==> config.mk <==
export PLATFORM = sky130hd
export DESIGN_NAME = note_sequencer_flat
export DESIGN_NICKNAME = d
export VERILOG_FILES = /design/src/rtl/note_sequencer_if.sv /design/src/rtl/note_sequencer.sv /design/src/flat_wrapper.sv
export SDC_FILE = /design/constraint.sdc
export NUM_CORES = 1
export LEC_CHECK = 0
export CORE_MARGIN = 2
export CORE_UTILIZATION = 24
export DETAILED_ROUTE_END_ITERATION = 7
export PLACE_DENSITY_LB_ADDON = 0.3
export SYNTH_ARGS = -nofsm -noshare
export SYNTH_HDL_FRONTEND = slang
export SYNTH_SLANG_ARGS = --single-unit
==> constraint.sdc <==
create_clock -name clk -period 4.8 [get_ports clk]
set_input_delay 0.96 -clock clk [delete_from_list [all_inputs] [get_ports clk]]
set_output_delay 0.96 -clock clk [all_outputs]
set_load 0.01 [all_outputs]
==> src/rtl/note_sequencer_if.sv <==
// note_sequencer_if: pattern-load and playback bus of the note sequencer.
//   master (controller/bench) drives pattern writes and playback control;
//   slave (note_sequencer) returns the frequency word and status pulses.
//   wr_en/wr_addr/wr_data : pattern entry write {dur[11:8], freq[7:0]}
//   len/loop/start/stop    : playback control
//   frequency/note_strobe/busy/done : playback outputs
interface note_sequencer_if #(
  parameter int unsigned DEPTH = 16
);
  localparam int unsigned AW = $clog2(DEPTH);

  logic          wr_en;
  logic [AW-1:0] wr_addr;
  logic [11:0]   wr_data;
  logic [AW:0]   len;
  logic          loop;
  logic          start;
  logic          stop;
  logic [7:0]    frequency;
  logic          note_strobe;
  logic          busy;
  logic          done;

  modport master (
    output wr_en, wr_addr, wr_data, len, loop, start, stop,
    input  frequency, note_strobe, busy, done
  );

  modport slave (
    input  wr_en, wr_addr, wr_data, len, loop, start, stop,
    output frequency, note_strobe, busy, done
  );
endinterface

==> src/rtl/note_sequencer.sv <==
// note_sequencer: programmable melody source feeding the PWM audio stage.
// Stores DEPTH entries of {dur, freq}; on start steps through len of them,
// each held for dur tempo ticks (dur 0 = 16 ticks) of TICK_DIV clocks.
//   clk   : system clock
//   reset : asynchronous, active-low
//   bus   : note_sequencer_if slave (pattern write, control, outputs)
// All outputs are registered.
module note_sequencer #(
  parameter int unsigned DEPTH    = 16,
  parameter int unsigned TICK_DIV = 25000
) (
  input  logic           clk,
  input  logic           reset,
  note_sequencer_if.slave bus
);
  localparam int unsigned AW = $clog2(DEPTH);
  localparam int unsigned PW = $clog2(TICK_DIV);

  typedef struct packed {
    logic [3:0] dur;
    logic [7:0] freq;
  } entry_t;

  typedef enum logic [1:0] {
    IDLE  = 2'd0,
    FETCH = 2'd1,
    HOLD  = 2'd2
  } state_t;

  state_t        state, state_n;
  logic [AW-1:0] ptr, ptr_n;
  logic [AW-1:0] last, last_n;
  logic          loop_r, loop_n;
  logic [4:0]    dur_cnt, dur_n;
  logic [PW-1:0] presc, presc_n;
  logic [7:0]    freq_q, freq_n;
  logic          strobe_q, strobe_n;
  logic          busy_q, busy_n;
  logic          done_q, done_n;

  entry_t        mem [DEPTH];
  entry_t        cur;
  logic [AW:0]   len_clamped;
  logic          tick;

  // Pattern memory: not reset, writable in every state.
  always_ff @(posedge clk) begin
    if (bus.wr_en) begin
      mem[bus.wr_addr] <= entry_t'(bus.wr_data);
    end
  end

  // State and output registers.
  always_ff @(posedge clk or negedge reset) begin
    if (!reset) begin
      state    <= IDLE;
      ptr      <= '0;
      last     <= '0;
      loop_r   <= 1'b0;
      dur_cnt  <= '0;
      presc    <= '0;
      freq_q   <= '0;
      strobe_q <= 1'b0;
      busy_q   <= 1'b0;
      done_q   <= 1'b0;
    end else begin
      state    <= state_n;
      ptr      <= ptr_n;
      last     <= last_n;
      loop_r   <= loop_n;
      dur_cnt  <= dur_n;
      presc    <= presc_n;
      freq_q   <= freq_n;
      strobe_q <= strobe_n;
      busy_q   <= busy_n;
      done_q   <= done_n;
    end
  end

  // Next-state and next-output logic.
  always_comb begin
    state_n  = state;
    ptr_n    = ptr;
    last_n   = last;
    loop_n   = loop_r;
    dur_n    = dur_cnt;
    presc_n  = presc;
    freq_n   = freq_q;
    strobe_n = 1'b0;
    done_n   = 1'b0;
    busy_n   = 1'b0;

    cur         = mem[ptr];
    len_clamped = (bus.len > (AW+1)'(DEPTH)) ? (AW+1)'(DEPTH) : bus.len;
    tick        = (presc == PW'(TICK_DIV - 1));

    case (state)
      IDLE: begin
        freq_n = 8'h00;
        if (bus.start && !bus.stop && (bus.len != '0)) begin
          ptr_n   = '0;
          last_n  = AW'(len_clamped - (AW+1)'(1));
          loop_n  = bus.loop;
          state_n = FETCH;
        end
      end

      FETCH: begin
        if (bus.stop) begin
          freq_n  = 8'h00;
          state_n = IDLE;
        end else begin
          freq_n   = cur.freq;
          dur_n    = (cur.dur == 4'd0) ? 5'd16 : {1'b0, cur.dur};
          presc_n  = '0;
          strobe_n = 1'b1;
          state_n  = HOLD;
        end
      end

      HOLD: begin
        if (bus.stop) begin
          freq_n  = 8'h00;
          state_n = IDLE;
        end else begin
          presc_n = tick ? '0 : PW'(presc + PW'(1));
          if (tick) begin
            dur_n = dur_cnt - 5'd1;
            // Last tick of the note: advance, wrap, or finish.
            if (dur_cnt == 5'd1) begin
              if (ptr != last) begin
                ptr_n   = ptr + AW'(1);
                state_n = FETCH;
              end else if (loop_r) begin
                ptr_n   = '0;
                state_n = FETCH;
              end else begin
                freq_n  = 8'h00;
                done_n  = 1'b1;
                state_n = IDLE;
              end
            end
          end
        end
      end

      default: begin
        freq_n  = 8'h00;
        state_n = IDLE;
      end
    endcase

    busy_n = (state_n != IDLE);
  end

  assign bus.frequency   = freq_q;
  assign bus.note_strobe = strobe_q;
  assign bus.busy        = busy_q;
  assign bus.done        = done_q;
endmodule

==> src/flat_wrapper.sv <==
// flat-port wrapper written by rule: the top's interface ports become plain ports
module note_sequencer_flat 
#(
  parameter int unsigned DEPTH    = 16,
  parameter int unsigned TICK_DIV = 25000
)
  (clk, reset, bus_wr_en, bus_wr_addr, bus_wr_data, bus_len, bus_loop, bus_start, bus_stop, bus_frequency, bus_note_strobe, bus_busy, bus_done);
  note_sequencer_if #(.DEPTH(DEPTH)) bus_i ();
  input  logic clk;
  input  logic reset;
  input wire logic [$bits(bus_i.wr_en)-1:0] bus_wr_en;
  input wire logic [$bits(bus_i.wr_addr)-1:0] bus_wr_addr;
  input wire logic [$bits(bus_i.wr_data)-1:0] bus_wr_data;
  input wire logic [$bits(bus_i.len)-1:0] bus_len;
  input wire logic [$bits(bus_i.loop)-1:0] bus_loop;
  input wire logic [$bits(bus_i.start)-1:0] bus_start;
  input wire logic [$bits(bus_i.stop)-1:0] bus_stop;
  output wire logic [$bits(bus_i.frequency)-1:0] bus_frequency;
  output wire logic [$bits(bus_i.note_strobe)-1:0] bus_note_strobe;
  output wire logic [$bits(bus_i.busy)-1:0] bus_busy;
  output wire logic [$bits(bus_i.done)-1:0] bus_done;
  assign bus_i.wr_en = bus_wr_en;
  assign bus_i.wr_addr = bus_wr_addr;
  assign bus_i.wr_data = bus_wr_data;
  assign bus_i.len = bus_len;
  assign bus_i.loop = bus_loop;
  assign bus_i.start = bus_start;
  assign bus_i.stop = bus_stop;
  assign bus_frequency = bus_i.frequency;
  assign bus_note_strobe = bus_i.note_strobe;
  assign bus_busy = bus_i.busy;
  assign bus_done = bus_i.done;
  note_sequencer #(.DEPTH(DEPTH), .TICK_DIV(TICK_DIV)) u_core (.clk(clk), .reset(reset), .bus(bus_i));
endmodule
==> flow_summary.ini, run 1 <==
[status]
run_status = complete, no violations

[timing]
holdWs_ns = 0.508
setup_tns_ns = 0
final-max-slew-violation-count = 0
finalCriticalPeriod_ns = 2.86
finalHoldViolCount = 0
fmax_mhz = 350
slew_headroom = 0.148
max_slew.worst_pin.slew_ns = 1.27
finalSetupViolCount = 0
finClkSkew_ns = 0.00637
rsz0062_at_grt = no
final.period_utilization = 0.595

[logic_synthesis]
avgSynthCellArea_sq_um = 17.6
yosys.area.top_type_share = 0.601
synth_ff_type = edfxtp_1
asyncSetResetFlopFracSynth = 0.179
yosysWarnings = 0
synthesis.instances = 545
synth_cell_type_count = 53
synth_seq_cells = 234
mappedNetlistNets = 577
synth_area_leaders = edfxtp_1 (60%), mux4_2 (13%), dfrtp_1 (11%), nand2_1 (1.4%), a22o_1 (1.1%)
synth.yosys.seq_area_share = 0.711
number_of_synthesized_flops_with_an_enable_pin = 192
syn-cell-area_sq_mm = 0.00959
netlist.top_cell.by_area = edfxtp_1

[cells_and_area]
num_antenna_cells = 0
layout.cells.most_common = edfxtp_1
ratio_of_cells_with_drive_above_1_in_the_final_layout = 0.205
final_nets = 636
mostFrequentLayoutCells = edfxtp_1 (192), mux4_2 (55), dfrtp_1 (40)
areaGrowthSynthToFinish_pct = 19.3

[placement]
gp_congestion = 0.777
dp_hpwl_mm = 13.3
io_buffer_count = 37

[route]
drt-initial-drc-count = 350
post_drt_via_cell_ratio = 4.43
wl_per_instance_um = 18.7
detailedRoute.firstPassIterationCount = 4
num_vias = 5072
antenna_violating_nets_post_route = 0
remaining_drc_errors = 0
drt-total-wl_mm = 21.4

[clock_tree]
cts.sink_count = 234
hold_buffer_count_at_cts = 0
cts_tree = yes
cts_inserted_buffers = 24
cts_max_path_buffers = 3
cts_root_buf = clkbuf_16
post-cts-setup-buffer-count = 0
htreeDepth = 1
clk-insertion-delay-late_ns = 0.52
cts_resized = 0
clkTransAtPathRegs_ns = 0.06

[grt]
overflow = 0
grt_start_max_net_pins = 43
grt_busiest_layer = met2
grt_antenna_before_repair = 0
vias_in_the_first_global_route = 5173
global_routing_usage_on_met3 = 0.0196
grt_first_pass_wirelength_mm = 32.7
grt_util_met2 = 0.163
gr-usage-all-layers = 0.104
gr-usage-met1 = 0.152

[worst_setup_path]
r2r.worst_path.cells = 4
critical_path.reg2reg.endpoint = u_core.bus.frequency[4]
crit_chain = buf_4, mux4_2, mux4_2, a22o_1
critical_path_start_type = flip-flop
crit_top_cell = mux4_2
end_kind = flip-flop
cp_slowest_cell = dfrtp_4
crit_required_ns = 5.21
critPathMaxStageDelay_ns = 0.94
timing.critical_path.fanout_max = 41
crit_arrival_ns = 3.26
regToRegSetupSlack_ns = 1.94
worst_r2r_startpoint = u_core.ptr[0]
criticalPathCategory = flip-flop to flip-flop
startpoint = u_core.ptr[0]

[worst_hold_path]
hold_path_depth = 2
hold_path.startpoint = u_core.dur_cnt[1]
hold_class = flip-flop to flip-flop
holdPathEnd = u_core.dur_cnt[1]

[floorplanning]
initial_utilization = 0.242
fp.coreArea_sq_mm = 0.0395
number_of_core_rows = 73
die_height_um = 204
top_level_port_count = 38
floorplan.die_area_sq_mm = 0.0416
die_width_um = 204

[power]
seq_power_share = 0.526
internal-power_mw = 3.46
share_clk_of_total_power = 0.406
net-switching-power_mw = 0.982
p_comb_frac = 0.068
leakage_power_of_the_design_nw = 3.65
swShare = 0.221
ir_worst_vdd_mv = 0.259
power_density_mw_per_mm2 = 388

[job]
timing.max_cap.violations = 0
sequential cells by signal, indices dropped and copies added, names as in the netlist:
name and flops:
u_core.dur_cnt 5, u_core.presc 15, u_core.ptr 4, u_core.bus.note_strobe 1
u_core.mem 192, u_core.bus.done 1, u_core.state 2, u_core.last 4
u_core.bus.busy 1, u_core.loop_r 1, u_core.bus.frequency 8
through the flow:
step           setup slack, ns  cells   util  cell area (sq um)  power (mW)
3_3_place_gp              1.72   1103  0.270              10700        2.69
5_1_grt                   1.70   1146  0.289              11400        4.62
2_1_floorplan             2.07    545      -               9590        2.55
4_1_cts                   1.85   1146  0.289              11400        4.50
6_report                  1.94   1146  0.289              11400        4.44
3_5_place_dp              1.67   1103  0.270              10700        2.69
cell type report:
type / count / area, sq um
clock inverters: 13 / 131
flip-flops and latches: 234 / 6820
well taps: 525 / 657
inverters: 13 / 48.8
fillers: 3910 / 28100
repair buffers: 56 / 508
multi-input cells: 275 / 2650
clock buffers: 30 / 623
cell usage after synthesis (2+ instances only):
cell	instances
nand3b_1	3
o211ai_1	2
nor2_1	23
o22ai_1	3
clkbuf_1	15
or3_1	3
inv_1	12
dfrtp_1	42
or4bb_1	2
buf_2	5
nand3_1	12
nor3_1	8
nor2b_1	4
o21ai_1	2
and2_1	3
xor2_1	5
or4_1	3
or2_2	3
o21a_1	2
ha_1	5
a31oi_1	3
a22oi_1	4
buf_1	3
nor4_1	3
mux4_2	55
o2bb2ai_1	5
nand2_1	35
nand2b_1	9
o21ai_0	20
xnor2_1	3
o221ai_1	2
a22o_1	12
and3_1	7
a21oi_1	8
mux2_2	3
edfxtp_1	192
nand4_1	5
mux2i_1	4
power groups by stage:
stage | sequential (mW) | clock [mW] | combinational [mW]
global route | 2.35 | 1.93 | 0.334
detailed placement | 2.38 | 0 | 0.307
finish | 2.34 | 1.80 | 0.300
global placement | 2.38 | 0 | 0.307
CTS | 2.34 | 1.85 | 0.308
floorplan | 2.34 | 0 | 0.214
layer usage:
metal | share of wire | routed length [um]
met5 | 0 | 0
met4 | 0.017 | 355
met3 | 0.052 | 1110
met2 | 0.46 | 9790
met1 | 0.47 | 10200
worst max path at each step:
stage                                          to  slack (ns)  cells past startpoint
after floorplan                  u_core.mem[0][0]        2.07                      2
after global placement           u_core.mem[6][2]        1.72                      4
after detailed placement         u_core.mem[8][5]        1.67                      3
after CTS                 u_core.bus.frequency[4]        1.85                      4
after global routing      u_core.bus.frequency[5]        1.70                      5
final                     u_core.bus.frequency[4]        1.94                      4
critical path: cells and delay by family, from the launching register on:
family,cells,cell delay (ns)
flip-flops,1,0.94
multiplexers,2,1.12
buffers and inverters,1,0.42
AO/OA/AOI/OAI,1,0.21
cell families after synthesis:
family | share of synthesized area
AO/OA/AOI/OAI | 0.0538
XOR/XNOR | 0.00731
adder cells (fa/ha/maj) | 0.00652
buffers and inverters | 0.0147
flip-flops | 0.711
multiplexers | 0.137
AND/OR/NAND/NOR | 0.0698
No activity file was read; power rests on OpenSTA's default activity.
==> run 2: changes to the inputs <==
==> constraint.sdc (replaced) <==
create_clock -name clk -period 2.3 [get_ports clk]
set_input_delay 0.46 -clock clk [delete_from_list [all_inputs] [get_ports clk]]
set_output_delay 0.46 -clock clk [all_outputs]
set_load 0.01 [all_outputs]
==> run 2 against run 1 <==
First-iteration DRC count is 12% lower. Utilization rose by 1.7 points. Sequential power increased by 110%. Clock skew increased by 0.0066 ns. Critical path depth up 2. Non-clock buffer count up 55. Power grew 110%. Count of clock-buffer cells in the layout fell by 1. Routed wire length rose by 2.8%. Maximum frequency up 26%. Critical endpoint is now u_core.ptr[2]. Highest routed layer unchanged.
==> flow_summary.ini, run 2 (synthesized netlist as in run 1, its figures left out) <==
[grt]
grt_antenna_before_repair = 0
gr-usage-all-layers = 0.107
grt_start_max_net_pins = 43
grt_first_pass_wirelength_mm = 33.7
vias_in_the_first_global_route = 5510
overflow = 0

[route]
drt-total-wl_mm = 22.0
num_vias = 5317
remaining_drc_errors = 0
post_drt_via_cell_ratio = 4.43
drt-initial-drc-count = 308
antenna_violating_nets_post_route = 0
wl_per_instance_um = 18.4
detailedRoute.firstPassIterationCount = 4

[power]
power.total_mw = 9.42
leakage_power_of_the_design_nw = 3.99
ir_worst_vdd_mv = 0.459
power_density_mw_per_mm2 = 778

[clock_tree]
clk-insertion-delay-late_ns = 0.53
htreeDepth = 1
cts_max_path_buffers = 3
clkTransAtPathRegs_ns = 0.06
cts_inserted_buffers = 25
cts_root_buf = clkbuf_16
cts.sink_count = 234
cts_tree = yes

[cells_and_area]
mostFrequentLayoutCells = edfxtp_1 (192), mux4_2 (55), buf_4 (55)
combined_area_of_the_multi_input_logic_cells_sq_mm = 0.00268
layout.cells.most_common = edfxtp_1
flip_flop_count_of_the_largest_register_all_copies_and_words_added = 192
final_nets = 692
post-route-cell-area_sq_mm = 0.0121
ratio_of_cells_with_drive_above_1_in_the_final_layout = 0.271
registers.top_by_ff_count = u_core.mem
final-seq-area_sq_mm = 0.00682
fillers = 3870
areaGrowthSynthToFinish_pct = 26.3
num_antenna_cells = 0

[timing]
finalHoldViolCount = 0
finalSetupViolCount = 0
setup_tns_ns = 0
finClkSkew_ns = 0.0130
slew_headroom = 0.638
max_slew.worst_pin.slew_ns = 0.541
fmax_mhz = 442
final.period_utilization = 0.983
final-max-slew-violation-count = 0
rsz0062_at_grt = yes
finalCriticalPeriod_ns = 2.26

[worst_hold_path]
hold_class = primary input to async pin

[worst_setup_path]
crit_arrival_ns = 2.66
cp_num_cells = 6
critPathMaxStageDelay_ns = 0.56
cp.buffers_inverters = 1
critical_path_start_type = flip-flop
timing.critical_path.fanout_max = 4
path_delay_family = simple AND/OR/NAND/NOR gates
r2r.worst_path.cells = 6
crit_required_ns = 2.70
criticalPathCategory = flip-flop to flip-flop
cp_slowest_cell = or4_4
crit_chain = or4bb_4, or4_4, a2111oi_4, buf_4, o32ai_2, o2bb2ai_1
end_kind = flip-flop

[floorplanning]
top_level_port_count = 38
number_of_core_rows = 73
initial_utilization = 0.242
fp.coreArea_sq_mm = 0.0395
die_height_um = 204
die_width_um = 204
floorplan.die_area_sq_mm = 0.0416

[placement]
io_buffer_count = 37
dp_hpwl_mm = 13.9
gp_congestion = 0.787
post_dp_cell_area_sq_mm = 0.0113

[job]
timing.max_cap.violations = 0

[status]
run_status = complete, no violations
==> run 2: path summary, 6_finish.rpt <==
check,from,endpoint,slack [ns]
worst min-delay path,reset,u_core.last[1],0.44
worst max-delay path,u_core.presc[10],u_core.ptr[2],0.04
worst max register to register,u_core.presc[10],u_core.ptr[2],0.04
worst min register to register,u_core.dur_cnt[1],u_core.dur_cnt[1],0.49
min in group clk,u_core.dur_cnt[1],u_core.dur_cnt[1],0.49
max in group asynchronous,reset,u_core.ptr[0],1.63
==> run 2: final cells by class <==
cell class,instances,area share
flip-flops and latches,234,0.563
multi-input cells,275,0.221
repair buffers,111,0.0941
well taps,525,0.0542
clock buffers,29,0.0529
clock inverters,14,0.0102
inverters,13,0.00403
==> run 2: tightest hold or removal path, cell delays in order <==
cell and delay [ns]:
dlygate4sd3_1 0.52, buf_2 0.12, buf_12 0.23
==> run 2: repair_timing <==
action,in CTS,in global routing
endpoints found under the hold margin,42,0
hold buffers,1,0
pin swaps,0,1
setup endpoints to repair,2,18
gates resized for setup,1,7
setup buffers,0,2
==> run 2: stage by stage <==
step / hold slack, ns / setup WS, ns / util / instances
finish: 0.445 / 0.0390 / 0.306 / 1201
global route: 0.475 / -0.0241 / 0.306 / 1201
CTS: 0.449 / 0.0376 / 0.305 / 1199
detailed placement: 0.460 / 0.00932 / 0.285 / 1155
global placement: 0.461 / 0.0238 / 0.285 / 1155
floorplan: 0.164 / -0.0315 / - / 545
==> run 2: power by group <==
| group | switching, mW | internal (mW) | leakage, nW |
|---|---|---|---|
| Sequential | 0.0819 | 4.74 | 2.29 |
| Combinational | 0.383 | 0.417 | 1.33 |
| Clock | 1.59 | 2.21 | 0.373 |
==> run 2: layer usage <==
metal,GRT usage,vias to the layer above,part of all wire
met1,0.157,2760,0.48
li1,-,2423,-
met5,0,-,0
met3,0.0199,20,0.049
met4,0.0193,0,0.012
met2,0.168,114,0.46
